==> src/rtl/fp_norm_pkg.sv <==
// Shared constants and types for the fp_norm_round normalise/round pipeline.
// Round-mode selection in fp_norm_round is enabled by defining FP_ROUND_MODE_EN.
package fp_norm_pkg;

    localparam int unsigned EXP_W_DEF  = 11;
    localparam int unsigned FRAC_W_DEF = 52;
    localparam int unsigned EXP_MAX    = (1 << EXP_W_DEF) - 1;

    localparam int unsigned FLAG_OVF  = 0;
    localparam int unsigned FLAG_UNF  = 1;
    localparam int unsigned FLAG_INX  = 2;
    localparam int unsigned FLAG_ZERO = 3;

    typedef enum logic [1:0] {
        RM_RNE = 2'd0,
        RM_RTZ = 2'd1,
        RM_RUP = 2'd2,
        RM_RDN = 2'd3
    } rm_t;

    // Per-beat control that travels alongside the mantissa/exponent payload.
    typedef struct packed {
        logic sign;
        logic zero;
        rm_t  rm;
    } ctl_t;

endpackage

==> src/rtl/fp_norm_round_lzc53.sv <==
// Combinational leading-zero counter; count equals W when the input is all zero.
module lzc53 #(
    parameter int unsigned W  = 53,
    parameter int unsigned CW = $clog2(W + 1)
) (
    input  logic [W-1:0]  val,
    output logic [CW-1:0] cnt,
    output logic          all_zero
);

    // Later (higher) set bits overwrite earlier ones, so the MSB-most one wins.
    always_comb begin
        cnt = CW'(W);
        for (int unsigned i = 0; i < W; i++) begin
            if (val[i]) cnt = CW'(W - 1 - i);
        end
    end

    assign all_zero = (val == '0);

endmodule

==> src/rtl/fp_norm_round.sv <==
// Three-stage FP normaliser/rounder (detect, shift, round) with valid/ready flow.
// Define FP_ROUND_MODE_EN to add the in_rm port and RTZ/RUP/RDN rounding.
module fp_norm_round
    import fp_norm_pkg::*;
#(
    parameter int unsigned EXP_W  = EXP_W_DEF,
    parameter int unsigned FRAC_W = FRAC_W_DEF
) (
    input  logic              clk,
    input  logic              rst_n,
    input  logic              in_valid,
    output logic              in_ready,
    input  logic              in_sign,
    input  logic [EXP_W-1:0]  in_exp,
    input  logic [FRAC_W+1:0] in_mant,
    input  logic [2:0]        in_grs,
`ifdef FP_ROUND_MODE_EN
    input  logic [1:0]        in_rm,
`endif
    output logic              out_valid,
    input  logic              out_ready,
    output logic              out_sign,
    output logic [EXP_W-1:0]  out_exp,
    output logic [FRAC_W-1:0] out_frac,
    output logic [3:0]        out_flags
);

    localparam int unsigned MW = FRAC_W + 1;
    localparam int unsigned CW = $clog2(MW + 1);
    localparam int unsigned XW = EXP_W + 1;
    localparam logic [XW-1:0] EMAX = XW'((1 << EXP_W) - 1);

    logic v1, v2, v3;
    logic rdy1, rdy2, rdy3;

    assign rdy3      = !v3 || out_ready;
    assign rdy2      = !v2 || rdy3;
    assign rdy1      = !v1 || rdy2;
    assign in_ready  = rdy1;
    assign out_valid = v3;

    // ---------------- S1: detect ----------------
    logic [CW-1:0] lz;
    logic          lz_zero;

    lzc53 #(.W(MW), .CW(CW)) u_lzc (
        .val      (in_mant[MW-1:0]),
        .cnt      (lz),
        .all_zero (lz_zero)
    );

    ctl_t          s1_ctl;
    logic [XW-1:0] s1_exp;
    logic [MW-1:0] s1_mant;
    logic [2:0]    s1_grs;
    logic [CW-1:0] s1_lz;

    always_comb begin
        s1_ctl.sign = in_sign;
        s1_ctl.zero = lz_zero && !in_mant[MW] && (in_grs == '0);
`ifdef FP_ROUND_MODE_EN
        s1_ctl.rm   = rm_t'(in_rm);
`else
        s1_ctl.rm   = RM_RNE;
`endif
        s1_exp = (in_exp == '0) ? XW'(1) : {1'b0, in_exp};
        if (in_mant[MW]) begin
            // Carry-out: one-bit right shift folds the old G/R/S down a place.
            s1_mant = in_mant[MW:1];
            s1_grs  = {in_mant[0], in_grs[2], in_grs[1] | in_grs[0]};
            s1_exp  = s1_exp + XW'(1);
            s1_lz   = '0;
        end else begin
            s1_mant = in_mant[MW-1:0];
            s1_grs  = in_grs;
            s1_lz   = lz;
        end
    end

    ctl_t          r1_ctl;
    logic [XW-1:0] r1_exp;
    logic [MW-1:0] r1_mant;
    logic [2:0]    r1_grs;
    logic [CW-1:0] r1_lz;

    always_ff @(posedge clk or negedge rst_n) begin
        if (!rst_n) begin
            v1      <= 1'b0;
            r1_ctl  <= '0;
            r1_exp  <= '0;
            r1_mant <= '0;
            r1_grs  <= '0;
            r1_lz   <= '0;
        end else if (rdy1) begin
            v1 <= in_valid;
            if (in_valid) begin
                r1_ctl  <= s1_ctl;
                r1_exp  <= s1_exp;
                r1_mant <= s1_mant;
                r1_grs  <= s1_grs;
                r1_lz   <= s1_lz;
            end
        end
    end

    // ---------------- S2: shift ----------------
    logic [XW-1:0] s2_lim;
    logic [XW-1:0] s2_exp;
    logic          s2_sub;
    logic [CW-1:0] s2_sh;
    logic [MW+1:0] s2_vec;

    // Shift is clamped so the exponent never drops below 1; clamping means subnormal.
    always_comb begin
        s2_lim = r1_exp - XW'(1);
        s2_sub = XW'(r1_lz) > s2_lim;
        s2_sh  = s2_sub ? s2_lim[CW-1:0] : r1_lz;
        s2_vec = {r1_mant, r1_grs[2:1]} << s2_sh;
        s2_exp = r1_exp - XW'(s2_sh);
    end

    ctl_t          r2_ctl;
    logic          r2_sub;
    logic [XW-1:0] r2_exp;
    logic [MW-1:0] r2_mant;
    logic [2:0]    r2_grs;

    always_ff @(posedge clk or negedge rst_n) begin
        if (!rst_n) begin
            v2      <= 1'b0;
            r2_ctl  <= '0;
            r2_sub  <= 1'b0;
            r2_exp  <= '0;
            r2_mant <= '0;
            r2_grs  <= '0;
        end else if (rdy2) begin
            v2 <= v1;
            if (v1) begin
                r2_ctl  <= r1_ctl;
                r2_sub  <= s2_sub;
                r2_exp  <= s2_exp;
                r2_mant <= s2_vec[MW+1:2];
                r2_grs  <= {s2_vec[1:0], r1_grs[0]};
            end
        end
    end

    // ---------------- S3: round ----------------
    logic              s3_inx;
    logic              s3_up;
    logic              s3_ovf;
    logic              s3_maxfin;
    logic [MW:0]       s3_sum;
    logic [XW-1:0]     s3_exp;
    logic [EXP_W-1:0]  s3_oexp;
    logic [FRAC_W-1:0] s3_ofrac;
    logic [3:0]        s3_flags;

    always_comb begin
        s3_inx = |r2_grs;
        case (r2_ctl.rm)
            RM_RTZ:  s3_up = 1'b0;
            RM_RUP:  s3_up = !r2_ctl.sign && s3_inx;
            RM_RDN:  s3_up = r2_ctl.sign && s3_inx;
            default: s3_up = r2_grs[2] && (r2_grs[1] || r2_grs[0] || r2_mant[0]);
        endcase
        s3_sum = {1'b0, r2_mant} + (MW + 1)'(s3_up);

        if (r2_sub)          s3_exp = s3_sum[FRAC_W] ? XW'(1) : '0;
        else if (s3_sum[MW]) s3_exp = r2_exp + XW'(1);
        else                 s3_exp = r2_exp;

        s3_ovf    = s3_exp >= EMAX;
        s3_maxfin = (r2_ctl.rm == RM_RTZ) ||
                    (r2_ctl.rm == RM_RUP && r2_ctl.sign) ||
                    (r2_ctl.rm == RM_RDN && !r2_ctl.sign);

        s3_oexp  = s3_exp[EXP_W-1:0];
        s3_ofrac = s3_sum[FRAC_W-1:0];
        s3_flags = '0;
        s3_flags[FLAG_INX] = s3_inx;
        s3_flags[FLAG_UNF] = r2_sub && s3_inx;

        if (r2_ctl.zero) begin
            s3_oexp  = '0;
            s3_ofrac = '0;
            s3_flags = '0;
            s3_flags[FLAG_ZERO] = 1'b1;
        end else if (s3_ovf) begin
            s3_flags[FLAG_OVF] = 1'b1;
            s3_flags[FLAG_INX] = 1'b1;
            if (s3_maxfin) begin
                s3_oexp  = EXP_W'(EMAX - XW'(1));
                s3_ofrac = '1;
            end else begin
                s3_oexp  = '1;
                s3_ofrac = '0;
            end
        end else begin
            s3_flags[FLAG_ZERO] = (s3_oexp == '0) && (s3_ofrac == '0);
        end
    end

    always_ff @(posedge clk or negedge rst_n) begin
        if (!rst_n) begin
            v3        <= 1'b0;
            out_sign  <= 1'b0;
            out_exp   <= '0;
            out_frac  <= '0;
            out_flags <= '0;
        end else if (rdy3) begin
            v3 <= v2;
            if (v2) begin
                out_sign  <= r2_ctl.sign;
                out_exp   <= s3_oexp;
                out_frac  <= s3_ofrac;
                out_flags <= s3_flags;
            end
        end
    end

endmodule

==> config.mk <==
export PLATFORM = sky130hd
export DESIGN_NAME = fp_norm_round
export DESIGN_NICKNAME = d
export VERILOG_FILES = /design/src/rtl/fp_norm_pkg.sv /design/src/rtl/fp_norm_round_lzc53.sv /design/src/rtl/fp_norm_round.sv
export SDC_FILE = /design/constraint.sdc
export NUM_CORES = 1
export LEC_CHECK = 0
export BUFFER_PORTS_ARGS = -buffer_cell sky130_fd_sc_hd__buf_2
export CAP_MARGIN = 20
export CORE_MARGIN = 2
export CORE_UTILIZATION = 57
export CTS_BUF_LIST = sky130_fd_sc_hd__clkbuf_8
export CTS_CLUSTER_SIZE = 25
export DETAILED_ROUTE_END_ITERATION = 8
export GPL_ROUTABILITY_DRIVEN = 0
export HOLD_SLACK_MARGIN = 0.15
export PLACE_DENSITY = 0.83
export SLEW_MARGIN = 20
export SYNTH_ARGS = -nofsm -noshare
export SYNTH_HDL_FRONTEND = slang
export SYNTH_SLANG_ARGS = --single-unit
==> constraint.sdc <==
create_clock -name clk -period 4.7 [get_ports clk]
set_input_delay 0.94 -clock clk [delete_from_list [all_inputs] [get_ports clk]]
set_output_delay 0.94 -clock clk [all_outputs]
set_load 0.1 [all_outputs]
==> Yosys cells after proc, flatten, opt, wreduce, memory -nomap -nowiden <==
Cells that the tools add are included.
{ "totals": {"regBits": 218, "input_bits": 73, "out_inout_bits": 70, "wordCells": 123} }
{ "op_classes": {"n_addsub": 5, "order_cmp": 2, "n_shift": 1, "n_mux": 72, "bitwise_logic": 1, "reduce_logical": 23} }
{ "ops": {"columns": ["op", "count"], "rows": [
  ["$mux W6", 34],
  ["$mux W52", 2],
  ["$mux W5", 16],
  ["$shl A55 B6 Y55", 1],
  ["$add A53 B1 Y54", 1],
  ["$logic_not A53 Y1", 1],
  ["$mux W53", 1],
  ["$logic_not A52 Y1", 1],
  ["$mux W12", 3],
  ["$mux W11", 3],
  ["$logic_not A11 Y1", 2],
  ["$mux W3", 5],
  ["$add A11 B1 Y12 const B", 1],
  ["$add A12 B1 Y12 const B", 1],
  ["$ge A12 B11 Y1 const B", 1],
  ["$gt A6 B12 Y1", 1],
  ["$sub A12 B1 Y12 const B", 1],
  ["$sub A12 B6 Y12", 1],
  ["$mux W1", 7],
  ["$reduce_and A2 Y1", 3],
  ["$logic_and A1 B1 Y1", 5],
  ["$logic_or A1 B1 Y1", 5],
  ["$logic_not A1 Y1", 4],
  ["$logic_not A3 Y1", 1],
  ["other kinds (3)", 3]
]} }

==> Logic depth before layout (Yosys ltp) <==
{ "logic_depth": {"depth_word": 54, "mapped_depth": 28, "mapped_depth_nobuf": 24} }

==> Modules after synthesis <==
Synthesis repeated with hierarchy kept, for this count alone.
{ "hier_totals": {"hier_cells": 2071, "area_unflattened_um2": 16809.9} }
{ "by_module_without_submodules": {"columns": ["mod", "n_inst", "cells_each", "area_per_inst_um2", "seq_area_each_um2"], "rows": [
  ["fp_norm_round", 1, 1951, 16080.4, 5455.2],
  ["lzc53", 1, 120, 729.4, 0.0]
]} }

==> Least setup slack after synthesis <==
Ideal clock, no wire load.
{ "synth_path": {"kind": "register to register", "from": "register r1_exp[0]", "to": "register r2_exp[10]", "setup_ps": 134, "arrival_ps": 5002, "required_ps": 4566, "setup_slack_ps": -436, "stages_incl_launch_ff": 28, "n_path_buf": 4, "synth_period_minus_slack_ps": 5136, "path_cell_list": "dfrtp_1 > inv_1 > ha_1 > nand2_1 > xnor2_1 > inv_1 > ha_1 > a2111oi_0 > o21a_1 > buf_1 > o31ai_1 > and2_1 > inv_1 > buf_4 > buf_2 > buf_2 > ha_1 > inv_1 > fa_1 > a21o_1 > a21oi_1 > nor2b_1 > o21ai_0 > nand2b_1 > or2_2 > nor4_1 > xnor2_1 > o21ai_0"} }
{ "synth_between": {"elab_chain_len": 4} }
{ "synth_rtl": {"columns": ["item", "line", "text"], "rows": [
  ["start, declared", "fp_norm_round.sv:81", "logic [XW-1:0] r1_exp;"],
  ["start signal, assigned", "fp_norm_round.sv:98", "r1_exp <= s1_exp;"],
  ["$sub A12 B1 Y12", "fp_norm_round.sv:115", "s2_lim = r1_exp - XW'(1);"],
  ["$gt A6 B12 Y1", "fp_norm_round.sv:116", "s2_sub = XW'(r1_lz) > s2_lim;"],
  ["$mux W6", "fp_norm_round.sv:117", "s2_sh = s2_sub ? s2_lim[CW-1:0] : r1_lz;"],
  ["$sub A12 B6 Y12 *", "fp_norm_round.sv:119", "s2_exp = r1_exp - XW'(s2_sh);"],
  ["end signal, assigned", "fp_norm_round.sv:141", "r2_exp <= s2_exp;"],
  ["end, declared", "fp_norm_round.sv:124", "logic [XW-1:0] r2_exp;"]
]} }
Mark *: on every way between the ends. The rest lies on a longest branch, timed or not.
A chain may end at the register's enable or synchronous reset.

==> Worst setup path in the final report <==
{ "layout_path": {"from": "register r1_exp[2]", "to": "register r2_exp[10]"} }
The elaborated chain is that of the path after synthesis.

==> summary.md <==
| Metric | Value |
|---|---|
| Outcome | `finished clean` |
| Most frequent cells in the layout | `353 x nand2_1, 214 x dfrtp_1, 161 x o21ai_0` |
| CTS Root Cell | `clkbuf_8` |
| TritonCTS clock tree | `built` |
| Global-route wire length before repair | `76500 um` |
| YS warnings | `0` |
| Sw power | `around 4.6 mW` |
| Top post-synthesis cells by area | `dfrtp_1 33%, mux2i_1 9.2%, nand2_1 8.2%` |
| Worst setup path category | `reg2reg` |
| Internal | `approximately 4.4 mW` |
| Worst IR Drop VDD | `about 0.00020 V` |
| Top cell type by total area after synthesis | `dfrtp_1` |
| Met2 usage in global routing | `0.470` |
| CP arrival | `5.03 ns` |
| Slowest stage cell on the critical path | `dfrtp_2` |
| Unique masters post-synth | `87` |
| Clock sink count | `roughly 220` |
| Critical Path Max Stage Delay | `0.47 ns` |
| WL/cell | `just under 20 um` |
| Initial Util | `0.576` |
| Post-route ant nets | `0` |
| Clock group share of total power | `0.187` |
| IO buf count | `142` |
| Synth Area in Simple Gates | `0.231` |
| Width of the die | `174 um` |
| Total grt overflow | `0` |
| Global Route Usage Sum | `0.307` |
| Ports | `about 140` |
| Synth Area in Compound Gates | `0.216` |
| Post-Synth XOR/XNOR Area | `0.0460` |
| Syn nets | `2082` |
| Pins Over Slew Limit | `0` |
| Clock-pin slew on the worst setup and hold paths | `0.06 ns` |
| Hold-fix buffers, CTS | `0` |
| Crit path required time | `around 5.1 ns` |
| Hold Crit Start | `r1_ctl[3]` |
| Multi-input gate area | `10200 um2` |
| Vias per inst | `roughly 6.4` |
| Hold Fails Final Rpt | `0` |
| Seq pwr share | `0.330` |
| CP Cell Sequence | `nor3_2, xor2_1, inv_1, ha_1, nand2_1, o21a_1, buf_4, nor3_2, o21a_1, inv_1, buf_4, fa_1, a21o_1, a21oi_2, nor2b_1, o21ai_0, nand2b_1, or2_2, nor4_4, xnor2_1, o21ai_0` |
| Total core area | `28500 um2` |
| DRT Pass-1 Iters | `7` |
| Slew @ Worst Pin | `0.919 ns` |
| Combinational share of power | `0.483` |
| EDFF count, synth | `0` |
| Vias after detailed routing | `roughly 16000` |
| Syn avg cell area | `8.22 um2` |
| Max clock buf depth | `3` |
| WHS Endpoint | `r2_ctl[3]` |
| H-tree Lvls | `2` |
| Initial antenna violation count | `0` |
| Layout cells sized above 1 | `0.154` |
| Reg2Reg Setup Slack | `0.07 ns` |
| Seq/Total Area, Yosys | `0.333` |
| Post-Synth Adder-Cell Area | `0.0127` |
| Layout fillers | `between 2000 and 2500` |
| Met3 usage | `0.0542` |
| Routed Wire Length | `about 48000 um` |
| Post-synth top flop | `dfrtp_1` |
| RR Endpoint | `r2_exp[10]` |
| Die H | `174 um` |
| Final core utilization | `0.637` |
| Number of antenna diodes | `0` |
| FF/Latch Area | `5460 um2` |
| Met1 Usage GRT | `0.419` |
| Maximum fanout along the worst path | `6` |
| Cells after Synth | `about 2000` |
| DRC | `0` |
| Largest net degree at the start of global routing | `105` |
| DP HPWL | `34400 um` |
| Worst reg2reg path startpoint | `r1_exp[2]` |
| Synth top area share | `0.333` |
| Layer with the highest usage | `met2` |
| NumNets Final | `2158` |
| Number of global-route vias before repair | `14795` |
| Power, Total | `9.04 mW` |
| Synthesized flop and latch total | `between 200 and 250` |
| Synth Cell Area | `between 15000 and 20000 um2` |
| Min Tclk post-route | `between 4 and 5 ns` |
| Crit share post-route | `0.985` |
| Worst Hold Depth | `2` |
| Die ar. | `30100 um2` |
| Iter 0 DRT Violations | `2167` |
| Leak Pwr | `approximately 7.8 nW` |
| # setup viols final | `0` |
| Sw frac | `0.509` |
| Inserted Clock Buffers | `37` |
| Worst Skew | `0.0288 ns` |
| Slew headroom | `0.382` |
| Setup crit end kind | `flip-flop` |
| Clk Latency, worst-skew pair | `~0.55 ns` |
| Layout area overhead | `10.7%` |
| Largest family of logic cells by synthesized area | `simple AND/OR/NAND/NOR gates` |
| Hold_ws | `0.456 ns` |
| PwrDens | `roughly 500 nW/um2` |
| Reg2Reg Depth | `21` |
| Crit path launch type | `flip-flop` |
| Most common cell after layout, fill and taps aside | `nand2_1` |
| Maximum clock rate | `0.216 GHz` |
| Ys async rst share | `1.00` |
| # rows | `62` |
| Multiplexer area fraction after synthesis | `0.114` |
| Worst min-delay path class | `reg2reg` |
| Max-cap violations | `0` |
## metal layers
| metal | vias to the layer above | part of all wire |
|---|---|---|
| li1 | 7415 | - |
| met1 | 7491 | 0.42 |
| met2 | 871 | 0.44 |
| met3 | 189 | 0.083 |
| met4 | 0 | 0.057 |
| met5 | - | 0 |
## power groups by stage
stage | Combinational [mW] | Clock [mW] | Sequential, mW
after detailed placement | 4.26 | 0 | 2.98
after floorplan | 1.98 | 0 | 4.25
after global routing | 4.62 | 1.81 | 3.04
after CTS | 4.28 | 1.72 | 2.95
after global placement | 4.17 | 0 | 2.95
final | 4.36 | 1.70 | 2.98
## logic make-up after synthesis
group	count (synthesis)
simple gates	800
compound gates	500
flops	218
buf+inv	192
mux	181
xor+xnor	86
fa+ha+maj	16
## stage by stage
step / setup slack, ns / TNS (ns) / instance area [um2] / std cells
3_5_place_dp: 0.107 / 0 / 17300 / 2411
4_1_cts: 0.0804 / 0 / 18100 / 2476
6_report: 0.0720 / 0 / 18100 / 2479
3_3_place_gp: 0.422 / 0 / 17300 / 2411
5_1_grt: -0.242 / -0.417 / 18100 / 2479
2_1_floorplan: -0.0163 / -0.0163 / 16400 / 1993
## worst max-delay path: cells and delay by family, from the launching register on
family,cells,cell delay [ns]
fa+ha+maj,2,0.76
buf+inv,4,0.48
xor+xnor,2,0.36
simple gates,7,1.33
compound gates,6,1.10
flops,1,0.47
## Yosys cell counts, types with 6 or more instances
cell	count
a2111oi_0	50
a211o_1	8
a211oi_1	12
a21o_1	14
a21oi_1	36
a22o_1	29
a22oi_1	16
a31oi_1	6
a32oi_1	49
and2_1	10
and3_1	15
and4_1	10
buf_1	13
buf_2	33
clkbuf_1	98
dfrtp_1	218
ha_1	15
inv_1	41
mux2_2	30
mux2i_1	150
nand2_1	356
nand2b_1	97
nand3_1	46
nand4_1	29
nor2_1	141
nor3_1	28
nor4_1	26
o211ai_1	13
o21ai_0	161
o21ai_2	10
o221ai_1	14
o22ai_1	13
o31ai_1	13
or3_1	8
xnor2_1	50
xor2_1	36
## worst max path at each step
stage / start / endpoint / slack (ns) / cells after the start
floorplan: r1_exp[0] / r2_exp[10] / -0.02 / 26
finish: r1_exp[2] / r2_exp[10] / 0.07 / 21
CTS: r1_exp[0] / r2_exp[10] / 0.08 / 24
detailed placement: r1_exp[1] / r2_exp[10] / 0.11 / 23
global placement: r1_exp[0] / r2_exp[10] / 0.42 / 24
global route: r1_exp[2] / r2_exp[10] / -0.24 / 21
## flip-flops by register name, summed over array words and instances, names as in the netlist
name       flops
r1_mant       53
r2_mant       53
out_frac      52
r1_exp        12
r2_exp        12
out_exp       11
r1_lz          6
out_flags      4
r1_grs         3
r2_grs         3
r1_ctl         2
r2_ctl         2
out_sign       1
out_valid      1
r2_sub         1
v1             1
v2             1
## final cells by class
type                    instances  share of cell area
clock buffers                  45              0.0341
clock inverters                20             0.00641
flip-flops and latches        218               0.301
repair buffers                186              0.0585
inverters                      43             0.00889
multi-input cells            1583               0.565
well taps                     384              0.0265
## repair_timing
item	in CTS	in global routing
setup buffers	0	3
setup endpoints to repair	0	4
gates resized for setup	0	14
Power figures use the tool's default switching activity.
